<file path="config.mk">
export PLATFORM = sky130hd
export DESIGN_NAME = add_arbiter
export DESIGN_NICKNAME = d
export VERILOG_FILES = /design/src/rtl/add_arbiter.sv
export SDC_FILE = /design/constraint.sdc
export NUM_CORES = 1
export LEC_CHECK = 0
export CAP_MARGIN = 30
export CORE_MARGIN = 1.5
export CORE_UTILIZATION = 44
export DETAILED_ROUTE_END_ITERATION = 10
export GPL_ROUTABILITY_DRIVEN = 0
export PLACE_DENSITY = 0.9
export RECOVER_POWER = 50
export SETUP_SLACK_MARGIN = 0.4
export SYNTH_ARGS = -nofsm -noshare
export SYNTH_HDL_FRONTEND = slang
export SYNTH_SLANG_ARGS = --single-unit
</file>
<file path="constraint.sdc">
create_clock -name clk -period 2.8 [get_ports clk]
set_clock_uncertainty 0.1 [all_clocks]
set_input_delay 0.42 -clock clk [delete_from_list [all_inputs] [get_ports clk]]
set_output_delay 0.42 -clock clk [all_outputs]
set_load 0.05 [all_outputs]
</file>
<file path="src/rtl/add_arbiter.sv">
// Four-requester round-robin arbiter that owns a single registered adder.
// One operation at a time: grant in IDLE, add in EXEC, hold the result in RESP until taken.
module add_arbiter #(
    parameter int NREQ  = 4,
    parameter int WIDTH = 16
) (
    input  logic                    clk,
    input  logic                    rst_n,
    input  logic [NREQ-1:0]         req_valid,
    output logic [NREQ-1:0]         req_ready,
    input  logic [NREQ*WIDTH-1:0]   req_a,
    input  logic [NREQ*WIDTH-1:0]   req_b,
    input  logic [NREQ-1:0]         req_cin,
    output logic                    resp_valid,
    input  logic                    resp_ready,
    output logic [1:0]              resp_id,
    output logic [WIDTH-1:0]        resp_sum,
    output logic                    resp_cout,
    output logic                    busy,
    output logic [15:0]             op_count
);

    localparam logic [1:0] IDLE = 2'd0;
    localparam logic [1:0] EXEC = 2'd1;
    localparam logic [1:0] RESP = 2'd2;

    logic [1:0]       state_q, state_d;
    logic [1:0]       rr_ptr_q, rr_ptr_d;
    logic [1:0]       id_q, id_d;
    logic [WIDTH-1:0] a_q, a_d;
    logic [WIDTH-1:0] b_q, b_d;
    logic             cin_q, cin_d;
    logic [WIDTH-1:0] sum_q, sum_d;
    logic             cout_q, cout_d;
    logic [15:0]      count_q, count_d;

    logic             grant_found;
    logic [1:0]       grant_idx;
    logic             accept;

    // Search from rr_ptr upward; the 2-bit index wraps modulo 4 on its own.
    always_comb begin
        // NOTE: every combinational output gets a default first so no latch is inferred.
        grant_found = 1'b0;
        grant_idx   = rr_ptr_q;
        for (int k = 0; k < NREQ; k++) begin
            if (!grant_found && req_valid[rr_ptr_q + 2'(k)]) begin
                grant_found = 1'b1;
                grant_idx   = rr_ptr_q + 2'(k);
            end
        end
    end

    always_comb begin
        req_ready = '0;
        if (rst_n && (state_q == IDLE) && grant_found) begin
            req_ready[grant_idx] = 1'b1;
        end
    end

    assign accept = |(req_valid & req_ready);

    always_comb begin
        state_d  = state_q;
        rr_ptr_d = rr_ptr_q;
        id_d     = id_q;
        a_d      = a_q;
        b_d      = b_q;
        cin_d    = cin_q;
        sum_d    = sum_q;
        cout_d   = cout_q;
        count_d  = count_q;
        case (state_q)
            IDLE: begin
                if (accept) begin
                    a_d      = req_a[int'(grant_idx)*WIDTH +: WIDTH];
                    b_d      = req_b[int'(grant_idx)*WIDTH +: WIDTH];
                    cin_d    = req_cin[grant_idx];
                    id_d     = grant_idx;
                    rr_ptr_d = grant_idx + 2'd1;
                    state_d  = EXEC;
                end
            end
            EXEC: begin
                {cout_d, sum_d} = {1'b0, a_q} + {1'b0, b_q} + (WIDTH+1)'(cin_q);
                state_d         = RESP;
            end
            RESP: begin
                if (resp_ready) begin
                    count_d = count_q + 16'd1;
                    state_d = IDLE;
                end
            end
            default: state_d = IDLE;
        endcase
    end

    // NOTE: sequential state uses non-blocking assignments only; reset is asynchronous.
    always_ff @(posedge clk or negedge rst_n) begin
        if (!rst_n) begin
            state_q  <= IDLE;
            rr_ptr_q <= 2'd0;
            id_q     <= 2'd0;
            a_q      <= '0;
            b_q      <= '0;
            cin_q    <= 1'b0;
            sum_q    <= '0;
            cout_q   <= 1'b0;
            count_q  <= 16'd0;
        end else begin
            state_q  <= state_d;
            rr_ptr_q <= rr_ptr_d;
            id_q     <= id_d;
            a_q      <= a_d;
            b_q      <= b_d;
            cin_q    <= cin_d;
            sum_q    <= sum_d;
            cout_q   <= cout_d;
            count_q  <= count_d;
        end
    end

    assign resp_valid = (state_q == RESP);
    assign resp_id    = id_q;
    assign resp_sum   = sum_q;
    assign resp_cout  = cout_q;
    assign busy       = (state_q != IDLE);
    assign op_count   = count_q;

endmodule

</file>
# Word level (Yosys, flattened, before mapping)
# Index checks and enable logic that the tools add are counted.
word_totals:
  register_bits: 72
  input_bits: 139
classes:
  add_sub_neg: 7
  magnitude_cmp: 6
  eq_ne: 4
  shifts: 2
  muxes: 23
  n_bitwise: 1
  n_reduce_logical: 15
ops:
  columns: ["operator", "n"]
  rows:
  - ["$shiftx A64 B7 Y16", 2]
  - ["$add A16 B16 Y17", 1]
  - ["$add A17 B1 Y17", 1]
  - ["$add A16 B1 Y16 const B", 1]
  - ["$lt A2 B3 Y1 const B", 5]
  - ["$bmux W1 S2", 5]
  - ["$mux W1", 10]
  - ["$mux W2", 5]
  - ["$logic_and A1 B1 Y1", 6]
  - ["$pmux W2 S3", 1]
  - ["$reduce_and A2 Y1", 3]
  - ["$add A2 B1 Y2 const B", 2]
  - ["$add A2 B2 Y2 const B", 2]
  - ["$and A4 B4 Y4", 1]
  - ["$mux W4", 1]
  - ["$reduce_or A4 Y1", 1]
  - ["$logic_not A1 Y1", 3]
  - ["$demux W1 S2", 1]
  - ["$eq A2 B1 Y1 const B", 1]
  - ["$eq A2 B2 Y1 const B", 1]
  - ["$ge A2 B1 Y1 const B", 1]
  - ["$logic_not A2 Y1", 1]
  - ["$ne A2 B1 Y1 const B", 1]
  - ["$ne A2 B2 Y1 const B", 1]
  - ["$reduce_bool A2 Y1", 1]

# Logic depth before layout (Yosys ltp)
depth:
  depth_word: 21
  mapped_depth: 9
  mapped_depth_nobuf: 9

# Worst setup path before layout
# OpenSTA, ideal clock, no wires.
synth_timing:
  path_type: "input -> output"
  from: "input port req_valid[0]"
  to: "output port req_ready[2]"
  t_arrival_ps: 2225
  setup_slack_ps: 55
  stages: 7
  n_path_buf: 2
  cell_sequence: "nor2b_1 a21oi_1 o22ai_1 a21oi_1 buf_2 buf_2 nor3_1"
synth_via:
  elab_chain_len: 17
  elab_cells_between_ends: 28
synth_lines:
  columns: ["item", "line_no", "source"]
  rows:
  - ["start, declared", "9", "input logic [NREQ-1:0] req_valid,"]
  - ["$bmux W1 S2", "47", "if (!grant_found && req_valid[rr_ptr_q + 2'(k)]) begin"]
  - ["$mux W1 (not written as such)", "47", null]
  - ["$mux W1", "47", null]
  - ["$logic_not A1 Y1", "47", null]
  - ["$logic_and A1 B1 Y1", "47", null]
  - ["$mux W1", "47", null]
  - ["$logic_not A1 Y1", "47", null]
  - ["$logic_and A1 B1 Y1", "47", null]
  - ["$mux W1", "47", null]
  - ["$logic_not A1 Y1", "47", null]
  - ["$logic_and A1 B1 Y1", "47", null]
  - ["$mux W2", "47", null]
  - ["$lt A2 B3 Y1 (not written as such) or $ge A2 B1 Y1 (tied branches)", "57", "req_ready[grant_idx] = 1'b1;"]
  - ["$logic_and A1 B1 Y1 (not written as such)", "57", null]
  - ["$mux W1 (not written as such)", "57", null]
  - ["$demux W1 S2", "57", null]
  - ["$mux W4 (*)", "56", "if (rst_n && (state_q == IDLE) && grant_found) begin"]
  - ["end, declared", "10", "output logic [NREQ-1:0] req_ready,"]
# Every way passes the cells marked *; elsewhere a longest branch is shown, timed or not. The select of a mux whose other input is x is not followed.

# Worst setup path in the final report
layout_timing:
  from: "input port req_valid[3]"
  to: "output port req_ready[1]"
# The elaborated chain is that of the path after synthesis.

==> metrics list <==
- The run finished, with violations left.
- The checks that failed: capacitance limit, slew limit.
- Clock insertion delay at the later pin of the skew report: 0.34 ns
* RSZ-0062 raised after global routing: true
- Setup violators final: 0
- Actual transition at the worst max-transition pin: 1.75 ns
- XOR/XNOR Fraction of Synth Area: 0.0537
* Worst setup EP type: primary output
* Final slew viol count: 73
* Kind of launch point of the worst setup path: primary input
- Maximum resistive drop on vdd: 0.000551 V
* Average via count per standard cell: 5.76
- TritonCTS built the clock tree.
- After synthesis the netlist holds a flip-flop and latch count of 72.
- The share of synthesized area in the top cell type comes to 0.395.
- Startpoint-to-endpoint class of the critical path: in -> out
* Worst max-slew margin expressed relative to the limit: -0.165
- Number of remaining DRC errors: 0
* Total routing resource utilization after global routing: 0.247
* Layout net count: 792
* Clock transition at the registers of the reported paths: 0.07 ns
* N_diodes: 0
- Area share of and/or/nand/nor cells after synthesis: 0.119
- After synthesis, the largest family of logic cells by area is compound AO/OA/AOI/OAI gates.
* Die extent in y: 105 um
- In this run, post-CTS hold repair placed 0 buffers.
* Number of iterations in the first detailed-routing pass: 5
- In this run the cell area of the synthesized design comes to 4560 um^2.
- Number of sinks driven by the clock tree: 72
* Routed Antenna Nets: 0
- Summed over all layers, the routed wires come to 14.4 mm.
- Antenna violations before repair: 0
- Final period utilization: 0.965
* Crit path required time: 2.28 ns
* Placement Setup Slack: 0.0640 ns
* Clock period minus worst slack: 2.70 ns
- Post-synthesis share of cell area spent on full adders, half adders and majority gates: 0.0526
- Share of synthesized area spent on multiplexers: 0.147
- STA puts the critical path data arrival time at 2.18 ns.
* Grt total ovfl: 0
- The first global-routing pass estimated 21.9 mm of wire.
* Biggest area contributors in the synthesized netlist: dfrtp_1, mux2i_1, a221oi_2, ha_1, nor2_1
- The area growth from synthesis to layout is 54.5%.
- Cells after Synth: 438
- Via Count: 4455
- In this run the core area contains 36 standard-cell rows.
- The core region is 9910 um^2.
* Cell Pwr Density: 1170 nW/um^2
- Maximum clock frequency: 370 MHz
* Width of the chip: 105 um
* Clk root buf: clkbuf_8
- Post-synth ARST share: 1.00
* Dominant cell type by area after synthesis: dfrtp_1
- Final Hold Fails: 0
- Full die area: 11000 um^2
- Max-cap violations in this run came to 1.
- Routed wirelength normalized by instance count: 18.6 um
* Number of distinct library cells after synthesis: 47
- Largest net degree at the start of global routing: 73
- Top_reg_cell synth: dfrtp_1
- Counting flops with a built-in enable in the synthesized netlist gives 0.
* Fraction of layout cells with a size suffix above 1: 0.166
- Type of the most critical hold path: reg -> reg
- The synthesized-area fraction occupied by ao, oa, aoi and oai cells is 0.196.
* Synthesis Warnings: 0
- Port buffering added 179 buffers.
* Initial core utilization: 0.461
* Setup Total Neg Slack: 0 ns
* # IOs: 180
- H-tree depth reported by CTS: 3
- Post-Synthesis Net Count: 595
* Half-perimeter wire length after placement: 10.1 mm
- Mean post-synth cell area: 10.4 um^2
- In this run the register-to-register setup slack is 0.14 ns.
* Number of CTS-inserted buffers: 9
- Fin area: 7050 um^2
- The analysis attributes to cell leakage a power of 0.00305 uW.
- The first routing iteration left 369 violations.
* Clock Tree Buf Depth: 2
- Sequential cell area fraction in the yosys report: 0.395
- Of all nets on the critical path, the largest fanout is 5.
- Summing all placed instances gives a cell area of 6610 um^2.
- The via count of the first global-routing pass is 4429.
* Setup ws final: 0.0987 ns
-- report_power, final --
| part | internal, uW | total, uW | switching (uW) | leakage [uW] |
|---|---|---|---|---|
| clock network | 503 | 889 | 387 | 0.000104 |
| logic | 2350 | 5540 | 3190 | 0.00209 |
| registers | 1470 | 1800 | 331 | 0.000855 |
-- synthesized netlist by cell type (2+ instances only) --
cell type  count
dfrtp_1       72
mux2i_1       66
nor2_1        50
nand2_1       36
a221oi_2      26
o21ai_0       17
xnor2_1       17
ha_1          16
xor2_1        11
a21oi_1       10
buf_2         10
clkbuf_1      10
a21o_1         8
inv_1          7
nand3_1        7
a221oi_1       6
and3_1         5
nand2b_1       5
nand4_1        5
nor2b_1        5
nor3_1         4
o21a_1         4
a211oi_1       3
a31oi_1        3
buf_6          3
o22ai_1        3
o311ai_0       3
a222oi_1       2
a311oi_1       2
and2_1         2
buf_4          2
fa_1           2
o211ai_1       2
-- critical path: stages --
cell,delay (ns)
clkdlybuf4s15_1,0.26
or2_4,0.27
o311ai_0,0.59
inv_2,0.12
clkbuf_1,0.17
and3_4,0.20
buf_12,0.14
-- final cells by class --
type | count | area (um^2)
tap | 133 | 166
inverter | 8 | 30.0
multi-input combinational | 333 | 2740
clock buffer | 11 | 131
sequential | 72 | 1800
timing repair buffer | 211 | 2100
clock inverter | 5 | 81.3
fill | 691 | 2860
-- per-layer routing --
layer | vias to the layer above | global-route usage | part of all wire
li1 | 2010 | - | -
met1 | 2134 | 0.313 | 0.39
met2 | 259 | 0.430 | 0.51
met3 | 52 | 0.0418 | 0.070
met4 | 0 | 0.0744 | 0.028
met5 | - | 0 | 0
-- cells in the final DEF, fill, tap and decap left out, drive strengths merged, types with 5 or more instances in the layout --
master         synthesis  final
nand3                  7      7
a21oi                 10     10
a21o                   8      8
nand2b                 5      5
nand2                 36     36
o21ai                 17     17
nor2b                  5      5
clkbuf                10     17
nor2                  50     50
and3                   5      5
xor2                  11     11
buf                   15     32
dfrtp                 72     72
ha                    16     16
clkdlybuf4s50          0    169
mux2i                 66     66
xnor2                 17     17
nand4                  5      5
a221oi                32     32
inv                    8      8
-- metrics by stage --
step,utilization,power [uW],hold WS [ns],instances
global placement,0.667,6420,0.361,741
floorplan,-,5150,0.0244,438
global route,0.712,8640,0.410,773
CTS,0.701,7770,0.261,764
detailed placement,0.667,6570,0.371,741
finish,0.712,8230,0.382,773
-- sequential cells by signal, summed over array words and instances (netlist names) --
name and cells:
state_q 2, op_count 16, resp_id 2, resp_sum 16, rr_ptr_q 2, resp_cout 1, a_q 16, b_q 16
cin_q 1
-- repair_timing --
action / in CTS / in global routing
setup buffers: 7 / 8
gates cloned: 0 / 1
endpoints found under the setup margin: 11 / 14
gates resized for setup: 27 / 17
pin swaps: 4 / 9
-- worst paths after layout --
path	start	end	cells past startpoint
setup reg to reg	a_q[0]	resp_sum[8]	10
max in group asynchronous	rst_n	rr_ptr_q[1]	2
min in group asynchronous	rst_n	op_count[7]	2
setup / recovery	req_valid[3]	req_ready[1]	7
hold / removal	resp_sum[11]	resp_sum[11]	2
hold reg to reg	resp_sum[11]	resp_sum[11]	2
-- kinds of logic after synthesis --
logic type                 count (synthesis)
buffers and inverters                     33
xor gates and xnor gates                  28
AOI/OAI and AO/OA                         97
DFF                                       72
muxes                                     67
adders and majority gates                 18
and+or+nand+nor                          123
Power figures use the tool's default switching activity.
